[src/rtl/ccff_chain_loader.sv]
// Streams host bitstream words MSB-first into a configuration flip-flop chain,
// with stall timeout and parity over the bits returned from the chain tail.
module ccff_chain_loader #(
    parameter int CHAIN_LEN = 64,
    parameter int WORD_W    = 8,
    parameter int STALL_MAX = 1024
) (
    input  logic              prog_clk,
    input  logic              prog_reset_n,
    input  logic              start,
    input  logic [WORD_W-1:0] cfg_data,
    input  logic              cfg_valid,
    output logic              cfg_ready,
    output logic              ccff_head,
    output logic              ccff_shift_en,
    input  logic              ccff_tail,
    output logic              busy,
    output logic              done,
    output logic              err,
    output logic              old_parity
);
    localparam int BW = $clog2(CHAIN_LEN + 1);
    localparam int IW = (WORD_W > 1) ? $clog2(WORD_W) : 1;
    localparam int SW = $clog2(STALL_MAX + 1);

    typedef enum logic [1:0] {IDLE, LOAD, DONE} state_t;

    state_t            state_reg, state_next;
    logic [WORD_W-1:0] word_reg, word_next;
    logic              word_valid_reg, word_valid_next;
    logic [IW-1:0]     index_reg, index_next;
    logic [BW-1:0]     bits_sent_reg, bits_sent_next;
    logic [SW-1:0]     stall_reg, stall_next;
    logic              err_reg, err_next;
    logic              parity_acc_reg, parity_acc_next;
    logic              old_parity_reg, old_parity_next;

    always_ff @(posedge prog_clk) begin
        if (!prog_reset_n) begin
            state_reg      <= IDLE;
            word_reg       <= '0;
            word_valid_reg <= 1'b0;
            index_reg      <= '0;
            bits_sent_reg  <= '0;
            stall_reg      <= '0;
            err_reg        <= 1'b0;
            parity_acc_reg <= 1'b0;
            old_parity_reg <= 1'b0;
        end else begin
            state_reg      <= state_next;
            word_reg       <= word_next;
            word_valid_reg <= word_valid_next;
            index_reg      <= index_next;
            bits_sent_reg  <= bits_sent_next;
            stall_reg      <= stall_next;
            err_reg        <= err_next;
            parity_acc_reg <= parity_acc_next;
            old_parity_reg <= old_parity_next;
        end
    end

    always_comb begin
        state_next      = state_reg;
        word_next       = word_reg;
        word_valid_next = word_valid_reg;
        index_next      = index_reg;
        bits_sent_next  = bits_sent_reg;
        stall_next      = stall_reg;
        err_next        = err_reg;
        parity_acc_next = parity_acc_reg;
        old_parity_next = old_parity_reg;
        cfg_ready       = 1'b0;
        ccff_shift_en   = 1'b0;
        ccff_head       = 1'b0;

        case (state_reg)
            IDLE: begin
                if (start) begin
                    state_next      = LOAD;
                    word_valid_next = 1'b0;
                    index_next      = '0;
                    bits_sent_next  = '0;
                    stall_next      = '0;
                    err_next        = 1'b0;
                    parity_acc_next = 1'b0;
                end
            end
            LOAD: begin
                cfg_ready = !word_valid_reg;
                if (word_valid_reg) begin
                    ccff_shift_en   = 1'b1;
                    ccff_head       = word_reg[index_reg];
                    bits_sent_next  = bits_sent_reg + BW'(1);
                    parity_acc_next = parity_acc_reg ^ ccff_tail;
                    index_next      = index_reg - IW'(1);
                    if (index_reg == '0) begin
                        word_valid_next = 1'b0;
                    end
                    // Chain full: drop whatever low bits of this word remain.
                    if (bits_sent_next == BW'(CHAIN_LEN)) begin
                        state_next      = DONE;
                        word_valid_next = 1'b0;
                        old_parity_next = parity_acc_next;
                    end
                end else if (cfg_valid) begin
                    word_next       = cfg_data;
                    word_valid_next = 1'b1;
                    index_next      = IW'(WORD_W - 1);
                    stall_next      = '0;
                end else begin
                    stall_next = stall_reg + SW'(1);
                    if (stall_next == SW'(STALL_MAX)) begin
                        err_next        = 1'b1;
                        state_next      = IDLE;
                        old_parity_next = parity_acc_reg;
                    end
                end
            end
            DONE: begin
                state_next = IDLE;
            end
            default: begin
                state_next = IDLE;
            end
        endcase
    end

    assign busy       = (state_reg == LOAD);
    assign done       = (state_reg == DONE);
    assign err        = err_reg;
    assign old_parity = old_parity_reg;

endmodule

[config.mk]
export PLATFORM = sky130hd
export DESIGN_NAME = ccff_chain_loader
export DESIGN_NICKNAME = d
export VERILOG_FILES = /design/src/rtl/ccff_chain_loader.sv
export SDC_FILE = /design/constraint.sdc
export NUM_CORES = 1
export LEC_CHECK = 0
export BUFFER_PORTS_ARGS = -buffer_cell sky130_fd_sc_hd__clkbuf_2
export CAP_MARGIN = 0
export CORE_MARGIN = 5
export CORE_UTILIZATION = 50
export CTS_BUF_LIST = sky130_fd_sc_hd__clkbuf_8
export CTS_CLUSTER_DIAMETER = 150
export DETAILED_ROUTE_END_ITERATION = 7
export GPL_TIMING_DRIVEN = 0
export PLACE_DENSITY = 0.7
export SLEW_MARGIN = 20
export SYNTH_ARGS = -nofsm -noshare
export SYNTH_HDL_FRONTEND = slang
export SYNTH_SLANG_ARGS = --single-unit
export TNS_END_PERCENT = 100
[constraint.sdc]
create_clock -name prog_clk -period 4.08 [get_ports prog_clk]
set_input_delay 0.612 -clock prog_clk [delete_from_list [all_inputs] [get_ports prog_clk]]
set_output_delay 0.612 -clock prog_clk [all_outputs]
set_load 0.05 [all_outputs]
### After elaboration in Yosys (flattened, before gate mapping)

Index checks and enable logic that the tools add are counted.

* bits in registers: 35
* input bits: 13
* output and inout bits: 7
* logic and storage cells: 83

* $add $sub $neg: 3
* order comparisons: 1
* equal/unequal tests: 15
* mux-type cells: 40
* bitwise operators: 2
* reductions and logical operators: 13

Operators with widths (number)
* $mux 11: 3
* $pmux 11 s2: 1
* $mux 1: 19
* $mux 7: 2
* $pmux 7 s2: 1
* $reduce_and 3->1: 4
* $add 11x1->11 const B: 1
* $eq 11x11->1 const B: 1
* $mux 2: 5
* $mux 3: 3
* $ne 3x2->1 const B: 3
* $ne 2x1->1 const B: 4
* $reduce_and 4->1: 2
* $add 7x1->7 const B: 1
* $eq 7x7->1 const B: 1
* $ne 2x2->1 const B: 3
* $pmux 1 s2: 3
* $pmux 3 s2: 1
* $reduce_and 5->1: 1
* $lt 3x4->1 const B: 1
* $pmux 2 s2: 1
* $reduce_bool 2->1: 2
* $bmux 1 s3: 1
* $logic_not 3->1: 1
* 9 further kinds: 9

### Depth between registers and ports, before layout

* depth in word-level cells: 6
* depth in mapped cells: 9
* mapped depth without buffers: 8

### Worst setup path before layout

OpenSTA, ideal clock, no wires.

* path type: reg2out
* from: reg state_reg[0]
* to: out ccff_head
* arrival: 1.877 ns
* data required time: 3.468 ns
* setup slack: 1.591 ns
* stages on the path, launching flop included: 6
* buffers on the path: 1
* cell sequence: dfxtp_1 -> nand2b_1 -> buf_2 -> inv_1 -> nand2_1 -> nor2_1

* cells in the longest elaborated chain, start to end: 2

RTL lines
* start, declared: RTL line 28 `state_t state_reg, state_next;`
* start signal, assigned: RTL line 50 `state_reg <= state_next;`
* $eq 2x1->1
* named net busy: RTL line 17 `output logic busy,`
* $mux 1: RTL line 76 `case (state_reg)`
* end, declared: RTL line 14 `output logic ccff_head,`

The timed path passes the listed nets, and every way through them passes these cells.

### Worst setup path after layout

* from: reg state_reg[0]
* to: out ccff_shift_en

* cells in the longest elaborated chain, start to end: 2

RTL lines
* $eq 2x1->1: RTL line 76
* $mux 1: RTL line 76
* end, declared: RTL line 15 `output logic ccff_shift_en,`

No other way between the ends.

==> out/metrics.yaml <==
sta:
  layout_worst_path_cycle_share_pct: 62.3
  max_freq_ghz: 0.394
  skew_ps: 3.03
  setup_viol: 0
  holdWs_ps: 458
  final_hold_viol_count: 0
  finalMaxSlewViolations: 0
  rsz0062_at_grt: "false"
  relSlewSlack_pct: 43.9
  setup_tns_ps: 0
  tightest_slew_ps: 835
  fin_crit_ps: 2540
setup_path:
  cp_top_family: "buffers and inverters"
  critPathMaxFanout: 10
  cp.required_ps: 3470
  critPathLaunchType: "register"
  reg2regPathDepth: 6
  timing.rr.start: "stall_reg[0]"
  r2r_setup_slack_ps: 2120
  path_depth: 6
  path_class: "reg2out"
  cp_cell_sequence: "nand2b_1 -> buf_2 -> inv_1 -> nand2_1 -> clkinv_1 -> clkbuf_2"
  r2r_end: "old_parity"
  arrival_ps: 1930
  slowest_stage: "dfxtp_1"
  max_stage_delay_ps: 380
  worstPathBufferInverterCount: 4
  crit_start: "state_reg[0]"
  endpoint_kind: "output port"
min_path:
  hp-class: "reg2reg"
  min_path_cells: 2
  hold_path_end: "word_reg[5]"
  min_from: "word_reg[5]"
routing:
  dr.pass1.iters: 4
  drc: 0
  wl_um: 4360
  viasPerCell: 5.69
  num_vias: 1775
  ant_nets: 0
  drtIter0Drc: 103
  avgRoutedWirePerCell_um: 14.0
clocking:
  cts.reportedPaths.clkPinSlew_ps: 60
  cts_resized: 0
  cts_root_buf: "clkbuf_8"
  clk_latency_ps: 290
  postCtsHoldBufs: 0
  post_cts.repair.setup_buffers: 0
  cts_max_path_buffers: 2
  htree_levels: 2
  clkSinkCount: 35
  cts_tree: "yes"
  cts_buffers: 5
global_route:
  grt_start_max_net_pins: 11
  antenna_found_initial: 0
  grt_overflow: 0
  grtUsageMet2_pct: 30.8
  grt_pass1_wl_um: 7740
  busiest_layer: "met2"
  met1_usage_pct: 24.4
  grt_pass1_vias: 1698
  grt_util_met3_pct: 4.63
  grt_usage_pct: 19.0
yosys:
  synth-async-reset-ratio_pct: 0
  syn-instance-count: 239
  synth_flop_cell: "dfxtp_1"
  syn-mean-instance-area_um2: 7.91
  ys.warnings.count: 0
  seq_area_frac_synth_pct: 37.1
  yosysTopAreaCellShare_pct: 37.1
  synth_enable_flop_cells: 0
  synth_fp_nets: 256
  synthesis.area_um2: 1890
  synth.distinct_cells: 45
  synth_area_leader_cell: "dfxtp_1"
  synthTopCellsByArea: "dfxtp_1 (37%), nand2_1 (7.9%), a21oi_1 (7.4%)"
  ys_seq_elements: 35
power_and_ir_drop:
  vdd_drop_max_v: 0.000194
  power_density_nw_per_um2: 313
  p_leak_nw: 0.842
  power_mw: 0.663
layout:
  area_delta_synth_final_pct: 12.1
  drive_above_1_share_pct: 14.4
  regArea_um2: 701
  nets: 282
  final_common_cell: "nand2_1"
  nFillCells: 380
  layout_common_cells: "nand2_1 (40), dfxtp_1 (35), a21oi_1 (28)"
  largest_reg_flops: 11
  fin_cells: 312
  multi_input_area_um2: 1110
  fin_area_um2: 2120
  diodes: 0
floorplanning:
  rows: 22
  dieHeight_um: 71.5
  start_util_pct: 51.6
  design.die.area_um2: 5110
  ioPinCount: 20
  die_w_um: 71.5
  fp.coreArea_um2: 3660
status:
  status: "complete, no violations"
placement:
  gp_congestion: 0.760
  dp.cells: 306
  hpwl_um: 3110
  numPortBuffers: 19
  placed_cell_area_um2: 2040
run:
  cap_violations: 0
## where the power goes
part	leakage (nW)	switching, mW	internal [mW]
sequential	0.284	0.00845	0.350
combinational	0.517	0.0490	0.0275
clock	0.0413	0.117	0.111
total	0.842	0.175	0.488
## Yosys cell counts, types with 6 or more instances
| cell | count |
|---|---|
| nand2_1 | 40 |
| nor2_1 | 24 |
| dfxtp_1 | 35 |
| o21ai_0 | 11 |
| nor3_1 | 6 |
| inv_1 | 6 |
| nand3_1 | 10 |
| clkbuf_1 | 6 |
| a21oi_1 | 28 |
## stage by stage
stage / util, % / setup slack (ps)
finish: 57.8 / 1540
global route: 57.8 / 1360
CTS: 57.8 / 1520
detailed placement: 55.8 / 1840
global placement: 55.8 / 1830
floorplan: - / 1590
## kinds of logic after synthesis
group | after synthesis | share of synthesized area (%)
DFF | 35 | 37.1
AOI/OAI and AO/OA | 64 | 22.3
adders and majority gates | 4 | 2.65
and+or+nand+nor | 109 | 27.8
xor gates and xnor gates | 3 | 1.39
muxes | 6 | 4.50
buffers and inverters | 18 | 4.24
## final cells by class
cell class	count	area share [%]
Clock buffer	5	3.25
Sequential cell	35	33.1
Tap cell	48	2.84
Timing Repair Buffer	19	4.49
Multi-Input combinational cell	186	52.4
Inverter	7	1.24
Buffer	11	2.54
Clock inverter	1	0.177
## routing by layer
| layer | wire length (um) | up-vias |
|---|---|---|
| met5 | 0 | - |
| met4 | 71 | 0 |
| met3 | 175 | 7 |
| met2 | 2080 | 32 |
| met1 | 2030 | 825 |
| li1 | - | 911 |
## worst max-delay path by stage
stage                                to  slack, ps
after floorplan               ccff_head       1590
after global placement    ccff_shift_en       1830
after detailed placement  ccff_shift_en       1840
after CTS                 ccff_shift_en       1520
after global routing      ccff_shift_en       1360
final                     ccff_shift_en       1540
## tightest hold or removal path, cell delays in order (launching register included)
cell and delay [ps]:
dfxtp_1 310, nand2_1 50, a21oi_1 50
Power figures use the tool's default switching activity.
